## src/rtl/axis_mc_accumulator_if.sv

```systemverilog
// Bundle carrying the sample stream into the accumulator and the result stream out of it.
// The slave view belongs to the accumulator, the master view to the surrounding environment.
interface axis_mc_accumulator_if #(
   parameter int WIDTH       = 3,
   parameter int NO_OF_STEPS = 10,
   parameter int N_CH        = 2
);
   localparam int W_SUM = WIDTH + $clog2(NO_OF_STEPS);
   localparam int W_CNT = $clog2(NO_OF_STEPS + 1);

   logic                             s_valid;
   logic                             s_ready;
   logic [N_CH-1:0][WIDTH-1:0]       s_data;
   logic                             s_last;
   logic                             m_valid;
   logic                             m_ready;
   logic [N_CH-1:0][W_SUM-1:0]       m_data;
   logic [W_CNT-1:0]                 m_count;
   logic                             m_last;

   modport slave (
      input  s_valid, s_data, s_last, m_ready,
      output s_ready, m_valid, m_data, m_count, m_last
   );

   modport master (
      output s_valid, s_data, s_last, m_ready,
      input  s_ready, m_valid, m_data, m_count, m_last
   );
endinterface

```

## src/rtl/axis_mc_accumulator.sv

```systemverilog
// Multi-channel frame accumulator: sums N_CH lanes over up to NO_OF_STEPS beats per frame
// and emits one registered result beat per frame with full output backpressure.
module axis_mc_accumulator #(
   parameter int WIDTH       = 3,
   parameter int NO_OF_STEPS = 10,
   parameter int N_CH        = 2,
   parameter int SIGNED      = 0
) (
   input  logic                   clk,
   input  logic                   rst,
   axis_mc_accumulator_if.slave   bus
);
   localparam int W_SUM = WIDTH + $clog2(NO_OF_STEPS);
   localparam int W_CNT = $clog2(NO_OF_STEPS + 1);
   localparam logic [W_CNT-1:0] LAST_IDX = W_CNT'(NO_OF_STEPS - 1);

   logic [W_CNT-1:0]              count_reg;
   logic [N_CH-1:0][W_SUM-1:0]    sum_reg;
   logic [N_CH-1:0][W_SUM-1:0]    ext_data;
   logic [N_CH-1:0][W_SUM-1:0]    sum_next;
   logic [N_CH-1:0][W_SUM-1:0]    m_data_reg;
   logic [W_CNT-1:0]              m_count_reg;
   logic                          m_valid_reg;
   logic                          m_last_reg;
   logic                          s_ready_int;
   logic                          s_fire;
   logic                          end_beat;

   // A held result blocks input, so a closing beat can never overwrite an unread sum.
   assign s_ready_int = !m_valid_reg || bus.m_ready;
   assign s_fire      = bus.s_valid && s_ready_int;
   assign end_beat    = (count_reg == LAST_IDX) || bus.s_last;

   generate
      for (genvar gi = 0; gi < N_CH; gi++) begin : g_lane
         if (SIGNED != 0) begin : g_sext
            assign ext_data[gi] = {{(W_SUM-WIDTH){bus.s_data[gi][WIDTH-1]}}, bus.s_data[gi]};
         end else begin : g_zext
            assign ext_data[gi] = {{(W_SUM-WIDTH){1'b0}}, bus.s_data[gi]};
         end
         assign sum_next[gi] = (count_reg == '0) ? ext_data[gi] : sum_reg[gi] + ext_data[gi];
      end
   endgenerate

   always_ff @(posedge clk or posedge rst) begin
      if (rst) begin
         count_reg   <= '0;
         sum_reg     <= '0;
         m_data_reg  <= '0;
         m_count_reg <= '0;
         m_valid_reg <= 1'b0;
         m_last_reg  <= 1'b0;
      end else begin
         if (m_valid_reg && bus.m_ready) begin
            m_valid_reg <= 1'b0;
         end
         // A new result loaded in the same cycle as a drain keeps m_valid high.
         if (s_fire) begin
            sum_reg <= sum_next;
            if (end_beat) begin
               m_data_reg  <= sum_next;
               m_count_reg <= count_reg + W_CNT'(1);
               m_valid_reg <= 1'b1;
               m_last_reg  <= 1'b1;
               count_reg   <= '0;
            end else begin
               count_reg <= count_reg + W_CNT'(1);
            end
         end
      end
   end

   assign bus.s_ready = s_ready_int;
   assign bus.m_valid = m_valid_reg;
   assign bus.m_data  = m_data_reg;
   assign bus.m_count = m_count_reg;
   assign bus.m_last  = m_last_reg;
endmodule

```

## src/flat_wrapper.sv

```systemverilog
// flat-port wrapper written by rule: the top's interface ports become plain ports
module axis_mc_accumulator_flat 
#(
   parameter int WIDTH       = 3,
   parameter int NO_OF_STEPS = 10,
   parameter int N_CH        = 2,
   parameter int SIGNED      = 0
)
  (clk, rst, bus_s_valid, bus_s_data, bus_s_last, bus_m_ready, bus_s_ready, bus_m_valid, bus_m_data, bus_m_count, bus_m_last);
  axis_mc_accumulator_if #(.WIDTH(WIDTH), .NO_OF_STEPS(NO_OF_STEPS), .N_CH(N_CH)) bus_i ();
  input  logic clk;
  input  logic rst;
  input wire logic [$bits(bus_i.s_valid)-1:0] bus_s_valid;
  input wire logic [$bits(bus_i.s_data)-1:0] bus_s_data;
  input wire logic [$bits(bus_i.s_last)-1:0] bus_s_last;
  input wire logic [$bits(bus_i.m_ready)-1:0] bus_m_ready;
  output wire logic [$bits(bus_i.s_ready)-1:0] bus_s_ready;
  output wire logic [$bits(bus_i.m_valid)-1:0] bus_m_valid;
  output wire logic [$bits(bus_i.m_data)-1:0] bus_m_data;
  output wire logic [$bits(bus_i.m_count)-1:0] bus_m_count;
  output wire logic [$bits(bus_i.m_last)-1:0] bus_m_last;
  assign bus_i.s_valid = bus_s_valid;
  assign bus_i.s_data = bus_s_data;
  assign bus_i.s_last = bus_s_last;
  assign bus_i.m_ready = bus_m_ready;
  assign bus_s_ready = bus_i.s_ready;
  assign bus_m_valid = bus_i.m_valid;
  assign bus_m_data = bus_i.m_data;
  assign bus_m_count = bus_i.m_count;
  assign bus_m_last = bus_i.m_last;
  axis_mc_accumulator #(.WIDTH(WIDTH), .NO_OF_STEPS(NO_OF_STEPS), .N_CH(N_CH), .SIGNED(SIGNED)) u_core (.clk(clk), .rst(rst), .bus(bus_i));
endmodule
```

## config.mk

```make
export PLATFORM = sky130hd
export DESIGN_NAME = axis_mc_accumulator_flat
export DESIGN_NICKNAME = d
export VERILOG_FILES = /design/src/rtl/axis_mc_accumulator_if.sv /design/src/rtl/axis_mc_accumulator.sv /design/src/flat_wrapper.sv
export SDC_FILE = /design/constraint.sdc
export NUM_CORES = 1
export LEC_CHECK = 0
export CORE_ASPECT_RATIO = 0.7
export CORE_UTILIZATION = 48
export DETAILED_ROUTE_END_ITERATION = 10
export GPL_TIMING_DRIVEN = 0
export PLACE_DENSITY_LB_ADDON = 0.08
export SYNTH_ARGS = -nofsm -noshare
export SYNTH_HDL_FRONTEND = slang
export SYNTH_SLANG_ARGS = --single-unit
```

## constraint.sdc

```tcl
create_clock -name clk -period 3.3 [get_ports clk]
set_input_delay 0.66 -clock clk [delete_from_list [all_inputs] [get_ports clk]]
set_output_delay 0.66 -clock clk [all_outputs]
set_load 0.03 [all_outputs]
```

==> results.sh, run 1 <==
export IMPL_hold_path_class="flip-flop to flip-flop"
export IMPL_grt_pass1_vias=1476
export IMPL_hold_start="u_core.bus.m_last"
export IMPL_startpoint="bus_m_ready"
export IMPL_num_rows=18
export IMPL_async_flop_share_pct=100
export IMPL_cts_tree="built"
export IMPL_die_h_um=55.1
export IMPL_hold_viol_final=0
export IMPL_timing_hold_ws_ps=466
export IMPL_antenna_cells=0
export IMPL_htreeDepth=2
export IMPL_drt_met1_wl_mm=2.04
export IMPL_placedCellCount=279
export IMPL_gr_total_overflow=0
export IMPL_ir_worst_vdd_uv=469
export IMPL_ys_types=32
export IMPL_routed_wl_mm=4.41
export IMPL_synth_warnings=0
export IMPL_clockRootBuffer="clkbuf_8"
export IMPL_cp_data_arrival_time_ps=2070
export IMPL_r2r_start="u_core.sum_reg[0]"
export IMPL_skew_ps=3.90
export IMPL_hold_buffers=0
export IMPL_dr_wl_met3_um=295
export IMPL_layout_common_cells="o21ai_0, dfrtp_1, nand2_1, clkdlybuf4s50_1, inv_1"
export IMPL_ys_seq_area_share_pct=49.2
export IMPL_synth_main_ff_cell="dfrtp_1"
export IMPL_clk_latency_ps=280
export IMPL_endpoint_kind="output port"
export IMPL_top_layer_used="met4"
export IMPL_tightest_slew_ps=776
export IMPL_dp_hpwl_mm=3.19
export IMPL_ff2ff_path_depth=7
export IMPL_dpl_worst_slack_ps=554
export IMPL_layout_drive_gt1_share_pct=7.17
export IMPL_setup_worst_path_start_class="primary input"
export IMPL_wl_per_cell_um=15.3
export IMPL_num_fill_cells=314
export IMPL_p_leak_nw=1.06
export IMPL_fmax_mhz=366
export IMPL_synth_nets=220
export IMPL_portBuffers=31
export IMPL_rsz0062_at_grt="no"
export IMPL_fp_dieW_um=77.9
export IMPL_boundaryPins=32
export IMPL_cts_made_buffers=5
export IMPL_fin_crit_sh_pct=82.8
export IMPL_power_density_mw_per_mm2=689
export IMPL_vias=1591
export IMPL_total_power_mw=1.65
export IMPL_seqCellArea_um2=951
export IMPL_cts_sinks=38
export IMPL_die_area_mm2=0.00429
export IMPL_drtPass1Iterations=4
export IMPL_final_cells=287
export IMPL_clockBufferDepth=2
export IMPL_grt_max_degree=39
export IMPL_syn_to_final_growth_pct=24.0
export IMPL_via_per_inst=5.54
export IMPL_drv_slew=0
export IMPL_synth_seq_cells=38
export IMPL_core_mm2=0.00369
export IMPL_gp_congestion=0.822
export IMPL_r2r_slack_ps=1390
export IMPL_fin_ws_ps=568
export IMPL_period_needed_ps=2730
export IMPL_grt_use_total_pct=23.1
export IMPL_grt_antenna_before_repair=0
export IMPL_syn_inst=198
export IMPL_cp_max_fo=6
export IMPL_multi_input_area_um2=898
export IMPL_fin_setup_tns_ps=0
export IMPL_synth_area_per_cell_um2=9.77
export IMPL_cts_resized=0
export IMPL_wl_met2_mm=2.02
export IMPL_drtIter0Drc=107
export IMPL_post_cts_setup_buffers=0
export IMPL_synth_edf_count=0
export IMPL_holdPathStages=1
export IMPL_worstSetupPathType="primary input to output port"
export IMPL_cp_required_ps=2640
export IMPL_maxCapViolCount=0
export IMPL_status="completed"
export IMPL_nNetsFinal=258
export IMPL_start_util_pct=52.4
export IMPL_grt_pass1_wl_mm=7.18
export IMPL_path_clk_slew_ps=70
export IMPL_drtAntennaViolNets=0
export IMPL_slew_limit_headroom_pct=48.2
export IMPL_drc=0
export IMPL_setup_viol=0
export IMPL_syn_area_mm2=0.00193
[path summary, 6_finish.rpt]
check | endpoint
min in group asynchronous | u_core.bus.m_data[5]
max in group asynchronous | u_core.bus.m_data[8]
min | u_core.bus.m_last
max reg2reg | u_core.sum_reg[4]
min reg2reg | u_core.bus.m_last
max | bus_s_ready
[synth_stat cells (all sizes together) (2+ instances only)]
| master | count | area (um^2) |
|---|---|---|
| buf | 4 | 27.5 |
| nand3 | 4 | 20.0 |
| nor3 | 3 | 15.0 |
| nand2b | 2 | 12.5 |
| clkbuf | 3 | 12.5 |
| o2111ai | 2 | 17.5 |
| dfrtp | 38 | 951 |
| or3 | 2 | 12.5 |
| o31ai | 2 | 15.0 |
| nor2 | 10 | 37.5 |
| nand2 | 31 | 116 |
| o21ai | 38 | 190 |
| ha | 9 | 113 |
| mux2i | 4 | 40.0 |
| a211oi | 2 | 15.0 |
| inv | 12 | 45.0 |
| xnor2 | 6 | 52.6 |
| fa | 2 | 40.0 |
| xor2 | 2 | 17.5 |
| a21oi | 3 | 15.0 |
| nor2b | 4 | 25.0 |
| a22o | 6 | 52.6 |
| and2 | 3 | 18.8 |
[logic make-up (layout without fill, tap and decap cells)]
family / after synthesis / count (layout) / share of synthesized area (%)
buffers and inverters: 19 / 58 / 4.40
multiplexers: 5 / 5 / 2.65
flip-flops: 38 / 38 / 49.2
AO/OA/AOI/OAI: 54 / 54 / 16.9
XOR/XNOR: 8 / 8 / 3.62
adder cells (fa/ha/maj): 11 / 11 / 7.89
AND/OR/NAND/NOR: 63 / 63 / 15.4
[final cells by class]
class,instances,area share [%]
inverter,12,1.88
tap,50,2.61
timing repair buffer,31,12.9
buffer,7,1.67
multi-input combinational,141,37.5
clock inverter,1,0.209
sequential,38,39.6
clock buffer,7,3.60
[routing by layer]
layer / GRT usage (%) / up-vias
li1: - / 759
met1: 31.2 / 769
met4: 7.86 / 0
met3: 4.75 / 7
met2: 38.1 / 56
met5: 0 / -
[per-stage QoR]
step | cell area, um^2 | util [%]
after global placement | 2310 | 62.5
after floorplan | 1930 | -
after global routing | 2400 | 64.9
after CTS | 2400 | 64.9
final | 2400 | 64.9
after detailed placement | 2310 | 62.5
[worst max-delay path, stage by stage]
cell	delay, ps
clkdlybuf4s50_1	450
nand2b_1	90
clkbuf_2	180
clkdlybuf4s50_1	690
[report_power, final]
group	switching, mW	total, mW	internal [mW]
registers	0.0858	0.662	0.576
clock network	0.154	0.323	0.168
logic	0.389	0.668	0.279
No activity file was read; power rests on OpenSTA's default activity.
==> inputs of run 2 (changes only) <==
==> constraint.sdc (replaced) <==
create_clock -name clk -period 2.7 [get_ports clk]
set_input_delay 0.54 -clock clk [delete_from_list [all_inputs] [get_ports clk]]
set_output_delay 0.54 -clock clk [all_outputs]
set_load 0.03 [all_outputs]
==> results of run 2 <==
Same layout as run 1 (identical final DEF). Status: completed.
Main changes from that run: setup slack after placement 554 ps -> 158 ps; setup slack after layout 568 ps -> 208 ps; register-to-register setup slack 1390 ps -> 790 ps; total power 1.65 mW -> 2.02 mW; worst IR drop on VDD 469 uV -> 573 uV
